`config.mk`:
```
export PLATFORM = sky130hd
export DESIGN_NAME = johnson_decoder_4bit
export DESIGN_NICKNAME = d
export VERILOG_FILES = /design/src/rtl/johnson_decoder_4bit.sv
export SDC_FILE = /design/constraint.sdc
export NUM_CORES = 1
export LEC_CHECK = 0
export BUFFER_PORTS_ARGS = -buffer_cell sky130_fd_sc_hd__clkbuf_2
export CAP_MARGIN = 20
export CORE_UTILIZATION = 25
export CTS_CLUSTER_DIAMETER = 80
export DETAILED_ROUTE_END_ITERATION = 12
export HOLD_SLACK_MARGIN = 0.15
export PLACE_DENSITY_LB_ADDON = 0.15
export REMOVE_ABC_BUFFERS = 1
export SYNTH_ARGS = -nofsm -noshare
export SYNTH_HDL_FRONTEND = slang
export SYNTH_SLANG_ARGS = --single-unit
```
`constraint.sdc`:
```
create_clock -name clk -period 3.28 [get_ports clk]
set_input_delay 0.164 -clock clk [delete_from_list [all_inputs] [get_ports clk]]
set_output_delay 0.164 -clock clk [all_outputs]
set_load 0.01 [all_outputs]
```
`src/rtl/johnson_decoder_4bit.sv`:
```
// 4-bit Johnson codeword decoder with HUNT/SYNC/LOCKED alignment FSM and saturating error count.
// Latency: 1 cycle, all outputs registered. Backpressure: none; din_valid low stalls the tracker.
module johnson_decoder_4bit #(
    parameter int LOCK_CNT = 3
) (
    input  logic       clk,
    input  logic       reset,
    input  logic [3:0] din,
    input  logic       din_valid,
    input  logic       err_clr,
    output logic [2:0] phase,
    output logic       phase_valid,
    output logic       code_err,
    output logic       seq_err,
    output logic       locked,
    output logic [7:0] err_count
);

    typedef enum logic [1:0] {HUNT, SYNC, LOCKED} state_t;

    localparam logic [2:0] LOCK_TH = 3'(LOCK_CNT);

    state_t     state;
    logic [2:0] ref_idx;
    logic [2:0] good_cnt;
    logic       ref_keep;

    logic       legal;
    logic [2:0] idx;
    logic [2:0] succ_idx;
    logic [2:0] cnt_inc;
    logic       in_order;
    logic       err_hit;

    always_comb begin
        legal = 1'b1;
        idx   = 3'd0;
        case (din)
            4'b0000: idx = 3'd0;
            4'b1000: idx = 3'd1;
            4'b1100: idx = 3'd2;
            4'b1110: idx = 3'd3;
            4'b1111: idx = 3'd4;
            4'b0111: idx = 3'd5;
            4'b0011: idx = 3'd6;
            4'b0001: idx = 3'd7;
            default: legal = 1'b0;
        endcase
    end

    // 3-bit add wraps 7 -> 0, so the wrap counts as in order
    assign succ_idx = ref_idx + 3'd1;
    assign cnt_inc  = good_cnt + 3'd1;
    assign in_order = (idx == succ_idx);
    assign err_hit  = din_valid && (!legal || (state != HUNT && !in_order));

    always_ff @(posedge clk) begin
        if (reset) begin
            state       <= HUNT;
            ref_idx     <= 3'd0;
            good_cnt    <= 3'd0;
            ref_keep    <= 1'b0;
            phase       <= 3'd0;
            phase_valid <= 1'b0;
            code_err    <= 1'b0;
            seq_err     <= 1'b0;
            locked      <= 1'b0;
            err_count   <= 8'd0;
        end else begin
            phase_valid <= 1'b0;
            code_err    <= 1'b0;
            seq_err     <= 1'b0;

            if (err_clr)
                err_count <= 8'd0;
            else if (err_hit && err_count != 8'hFF)
                err_count <= err_count + 8'd1;

            if (din_valid) begin
                if (legal) begin
                    phase       <= idx;
                    phase_valid <= 1'b1;
                    ref_idx     <= idx;
                end else begin
                    code_err    <= 1'b1;
                end

                case (state)
                    HUNT: begin
                        ref_keep <= 1'b0;
                        if (legal) begin
                            state    <= SYNC;
                            // a reference kept from a lost lock lets this sample count as the second
                            good_cnt <= (ref_keep && in_order) ? 3'd2 : 3'd1;
                        end
                    end
                    SYNC: begin
                        if (!legal) begin
                            state    <= HUNT;
                            good_cnt <= 3'd0;
                        end else if (in_order) begin
                            good_cnt <= cnt_inc;
                            if (cnt_inc >= LOCK_TH) begin
                                state  <= LOCKED;
                                locked <= 1'b1;
                            end
                        end else begin
                            seq_err  <= 1'b1;
                            good_cnt <= 3'd1;
                        end
                    end
                    LOCKED: begin
                        if (!legal) begin
                            state    <= HUNT;
                            locked   <= 1'b0;
                            good_cnt <= 3'd0;
                            ref_keep <= 1'b0;
                        end else if (!in_order) begin
                            state    <= HUNT;
                            locked   <= 1'b0;
                            seq_err  <= 1'b1;
                            good_cnt <= 3'd0;
                            ref_keep <= 1'b1;
                        end
                    end
                    default: begin
                        state  <= HUNT;
                        locked <= 1'b0;
                    end
                endcase
            end
        end
    end

endmodule
```
# --- Word level (Yosys, flattened, before mapping) ---
# Cells that the tools add are included.
word_totals:
  regBits: 21
  inputBits: 8
  out_inout_bits: 15
  word_cells: 85
classes:
  add_sub_neg: 3
  n_lt_le_gt_ge: 1
  n_eq_ne: 18
  n_mux: 28
  bitwise: 4
  n_reduce_logical: 22
ops:
  columns: ["op", "count"]
  rows:
  - ["one-hot mux 3 bit (7 select lines)", 1]
  - ["== test 4 bit (second input constant)", 4]
  - ["2-to-1 mux 3 bit", 5]
  - ["2-to-1 mux 2 bit", 7]
  - ["2-to-1 mux 1 bit", 11]
  - ["!= test 3 bit (second input constant)", 3]
  - ["one-hot mux 3 bit (3 select lines)", 1]
  - ["adder 8 x 1 -> 8 bit (second input constant)", 1]
  - ["!= test 2 bit (second input constant)", 4]
  - ["!= test 8 bit (second input constant)", 1]
  - ["OR reduction 8 bit", 1]
  - ["adder 3 x 1 -> 3 bit (second input constant)", 2]
  - ["one-hot mux 2 bit (3 select lines)", 1]
  - ["AND reduction 6 bit", 1]
  - ["OR reduction 2 bit", 3]
  - ["AND reduction 5 bit", 1]
  - ["== test 4 x 1 -> 1 bit (second input constant)", 1]
  - ["== test 4 x 2 -> 1 bit (second input constant)", 1]
  - ["== test 4 x 3 -> 1 bit (second input constant)", 1]
  - ["logical AND 1 bit", 4]
  - ["zero test 4 bit", 1]
  - ["inverter 1 bit", 4]
  - ["AND reduction 4 bit", 1]
  - ["nonzero test 2 bit", 2]
  - ["other kinds (13)", 14]

# --- Logic depth before layout (Yosys ltp) ---
logic_depth:
  ltp_word: 8
  mapped_depth: 9
  mapped_depth_nobuf: 7

# --- Worst setup path after synthesis ---
# Ideal clock, no wire load.
synth_path:
  path_type: "flip-flop to flip-flop"
  from: "register ref_idx[0]"
  to: "register good_cnt[2]"
  setup_time_ns: 0.070
  t_arrival_ns: 2.364
  required_time_ns: 3.210
  slack_ns: 0.846
  stages_incl_launch_ff: 9
  n_path_buf: 1
  synth_period_minus_slack_ns: 2.434
  cell_sequence: "dfxtp_1 ha_1 xnor2_1 and4_1 or4b_1 buf_2 or2_1 or4_1 a21oi_1"
synth_between:
  elab_chain_len: 5
  elab_cells_between_ends: 7
  cone_classes: "1 x add/sub; 2 x eq/ne; 3 x mux; 1 x reduce/logical"
synth_lines:
  columns: ["item", "line_no", "text"]
  rows:
  - ["from (decl)", "24", "logic [2:0] ref_idx;"]
  - ["from (signal assigned)", "83", "ref_idx <= idx;"]
  - ["adder 3 x 1 -> 3 bit (*)", "52", "assign succ_idx = ref_idx + 3'd1;"]
  - ["== test 3 bit (*)", "54", "assign in_order = (idx == succ_idx);"]
  - ["2-to-1 mux 3 bit", "101", "end else if (in_order) begin"]
  - ["2-to-1 mux 3 bit", "98", "if (!legal) begin"]
  - ["one-hot mux 3 bit (3 select lines)", "88", "case (state)"]
  - ["to (signal assigned)", "94", "good_cnt <= (ref_keep && in_order) ? 3'd2 : 3'd1;"]
  - ["to (signal assigned)", "102", "good_cnt <= cnt_inc;"]
  - ["to (decl)", "25", "logic [2:0] good_cnt;"]
# Mark *: on every way between the ends. The rest lies on a longest branch, timed or not.
# A chain may end at the register's enable or synchronous reset.

# --- Worst setup path in the final report ---
# Same ends and word-level chain as after synthesis.

==> metrics.csv <==
stage,metric,value,unit
status,status,"complete, no violations",
clocking,holdBufCountCts,0,
routing,drt_iter0_drc,44,
worst_hold_path,hold_depth,3,
critical_path,crit_chain,ha_1 > xnor2_1 > and4_1 > or4b_1 > or2_1 > or4_1 > a21oi_1,
clocking,clk_pin_slew,90,ps
clocking,clock_latency,260,ps
timing,worst_pin_slew,511,ps
power_and_ir_drop,pwr_density_cell,369,nW/um^2
routing,vias_per_cell,4.83,
grt,first_global_vias,1195,
timing,relSlewSlack,65.8,%
die,num_rows,27,
timing,hold_violations,0,
critical_path,r2r_start,ref_idx[0]$_SDFFE_PP0P_,
timing,finalSetupViolCount,0,
logic_synthesis,synthCells,178,
routing,ant_nets,0,
logic_synthesis,synth_ff_type,dfxtp_1,
layout,syn_to_final_growth,14.1,%
grt,grt_max_degree,19,
power_and_ir_drop,p_leak,0.624,nW
layout,diodes,0,
routing,routedWlPerCell,12.6,um
job,cap_violations,0,
routing,totalWireLength,3.35,mm
critical_path,start_kind,register,
power_and_ir_drop,pwr-share-clk,29.1,%
place,place.gp.congestion,0.753,
logic_synthesis,ys_ff_latch,21,
critical_path,crit_slowest_cell,or4b_1,
logic_synthesis,yosysWarnings,0,
logic_synthesis,synth_top_area_share,29.7,%
critical_path,cp_max_fo,7,
critical_path,reg2reg_to,good_cnt[2]$_SDFFE_PP0P_,
timing,period_share,77.9,%
logic_synthesis,async_reset_ff_share,0,%
logic_synthesis,yosys.cell_types.count,49,
timing,fmax,391,MHz
die,die_h,77.2,um
logic_synthesis,synth.area.top_cells,"dfxtp_1 (30%), ha_1 (7.1%), a21oi_1 (6.4%)",
grt,grt.overflow.total,0,
timing,fin_skew,9.57,ps
clocking,cts_buffer_depth,2,
clocking,root_buffer,clkbuf_8,
routing,first_pass_iters,4,
critical_path,rrSetupSlack,720,ps
timing,slew_viol_final,0,
clocking,clock-sinks,21,
place,placed_area,1570,um^2
clocking,h-tree-depth,1,
power_and_ir_drop,swShare,31.9,%
grt,track_usage,11.6,%
die,initial_utilization,25.9,%
timing,rsz0062_at_grt,false,
logic_synthesis,yosys.area.top_type,dfxtp_1,
power_and_ir_drop,combPwrFrac,25.0,%
timing,period_needed,2560,ps
critical_path,r2r_cells,7,
die,io_pins,23,
critical_path,crit_required,3480,ps
logic_synthesis,synth_most_common_cell,dfxtp_1,
worst_hold_path,hold_end,err_count[7]$_SDFFE_PP0P_,
place,dp_hpwl,2.43,mm
layout,fin_area,1620,um^2
layout,drive_gt1_share,17.6,%
logic_synthesis,synth_area,1420,um^2
grt,grt_first_pass_wirelength,5.66,mm
power_and_ir_drop,intPower,406,uW
power_and_ir_drop,ir_drop,0.175,mV
die,core_area,5470,um^2
critical_path,worstSetupPathType,reg2reg,
logic_synthesis,synth.avg_cell_area,7.95,um^2
clocking,cts_setup_buffers,0,
logic_synthesis,yosysSeqAreaShare,29.7,%
die,dieArea,5970,um^2
routing,num_vias,1279,
logic_synthesis,yosys-top-cells-count,"dfxtp_1 (21), a21oi_1 (18), nor2_1 (13)",
critical_path,cp-end-kind,register,
clocking,cts_tree,done,
critical_path,cp.arrival,2750,ps
die,fp.dieW,77.2,um
power_and_ir_drop,power.switching,190,uW
logic_synthesis,synth_edf_count,0,
grt,antenna_found_initial,0,
critical_path,slowest_delay,650,ps
worst_hold_path,holdCritStartpoint,err_clr,
power_and_ir_drop,seqPwrFrac,45.9,%
clocking,cts_resized,0,
routing,drc,0,
timing,tns,0,ps
layout,final_nets,210,
place,port_buffers,22,
worst_hold_path,hp-class,in2reg,
clocking,cts_inserted_buffers,3,
## final cells by class
class | instances | area, um^2
clock buffer | 3 | 41.3
clock inverter | 1 | 5.00
fill | 622 | 3860
inverter | 7 | 26.3
multi-input combinational | 137 | 907
sequential | 21 | 420
tap | 72 | 90.1
timing repair buffer | 24 | 125
## critical path, delay by kind of cell (launching register included)
kind / cells / cell delay (ps)
xor gates and xnor gates: 1 / 130
AOI/OAI and AO/OA: 1 / 140
adders and majority gates: 1 / 220
DFF: 1 / 360
and+or+nand+nor: 4 / 1650
## cell usage in the layout (no fill, tap or decap), types with 3 or more instances in the layout
master    count
o21ai_1       4
o21ai_0       5
nor3_1        5
nand2_1      10
inv_1         7
nand2b_1      6
nor2_1       13
nor4_1        3
xor2_1        3
dfxtp_1      21
nand3_1       7
ha_1          8
and3_1        5
clkbuf_8      3
xnor2_1       4
a31oi_1       4
clkbuf_2     22
or3_1         4
a21oi_1      18
## power by group through the flow
stage | combinational [mW] | sequential (mW) | clock, mW
floorplan | 0.0959 | 0.280 | 0
finish | 0.149 | 0.274 | 0.173
detailed placement | 0.149 | 0.280 | 0
global placement | 0.152 | 0.280 | 0
CTS | 0.151 | 0.274 | 0.185
global route | 0.168 | 0.276 | 0.195
## routing by layer
metal | vias up | wire length, um | GRT usage [%] | part of all wire (%)
met5 | - | 0 | 0 | 0
met4 | 0 | 13 | 1.13 | 0.39
met3 | 2 | 87 | 2.50 | 2.6
met2 | 16 | 1530 | 19.8 | 46
met1 | 576 | 1720 | 15.3 | 51
li1 | 685 | - | - | -
## through the flow
step	utilization [%]	cells	hold WS (ps)	power, mW	setup WS, ps
3_3_place_gp	28.7	261	474	0.432	764
6_report	29.5	265	197	0.596	725
4_1_cts	29.5	265	191	0.610	714
2_1_floorplan	-	165	233	0.376	777
3_5_place_dp	28.7	261	473	0.429	740
5_1_grt	29.5	265	208	0.639	527
## state kept, by name, summed over array words and instances, names as in the netlist
signal       cells
err_count        8
state            2
seq_err          1
ref_keep         1
locked           1
phase_valid      1
good_cnt         3
code_err         1
ref_idx          3
## cells by family (layout without fill, tap and decap cells)
group,Yosys count,in the layout,share of synthesized area (%)
AO/OA/AOI/OAI,52,52,23.8
XOR/XNOR,7,7,4.33
adder cells (fa/ha/maj),8,8,7.07
buffers and inverters,20,35,6.19
flip-flops,21,21,29.7
multiplexers,5,5,3.80
AND/OR/NAND/NOR,65,65,25.1
## worst max path at each step
stage	end	slack, ps	cells after the start	startpoint
finish	good_cnt[2]$_SDFFE_PP0P_	720	7	ref_idx[0]$_SDFFE_PP0P_
global route	good_cnt[2]$_SDFFE_PP0P_	530	7	ref_idx[0]$_SDFFE_PP0P_
CTS	good_cnt[2]$_SDFFE_PP0P_	710	7	ref_idx[0]$_SDFFE_PP0P_
detailed placement	good_cnt[2]$_SDFFE_PP0P_	740	7	ref_idx[0]$_SDFFE_PP0P_
global placement	good_cnt[2]$_SDFFE_PP0P_	760	7	ref_idx[0]$_SDFFE_PP0P_
floorplan	err_count[7]$_SDFFE_PP0P_	780	7	ref_idx[0]$_SDFFE_PP0P_
Power figures use the tool's default switching activity.
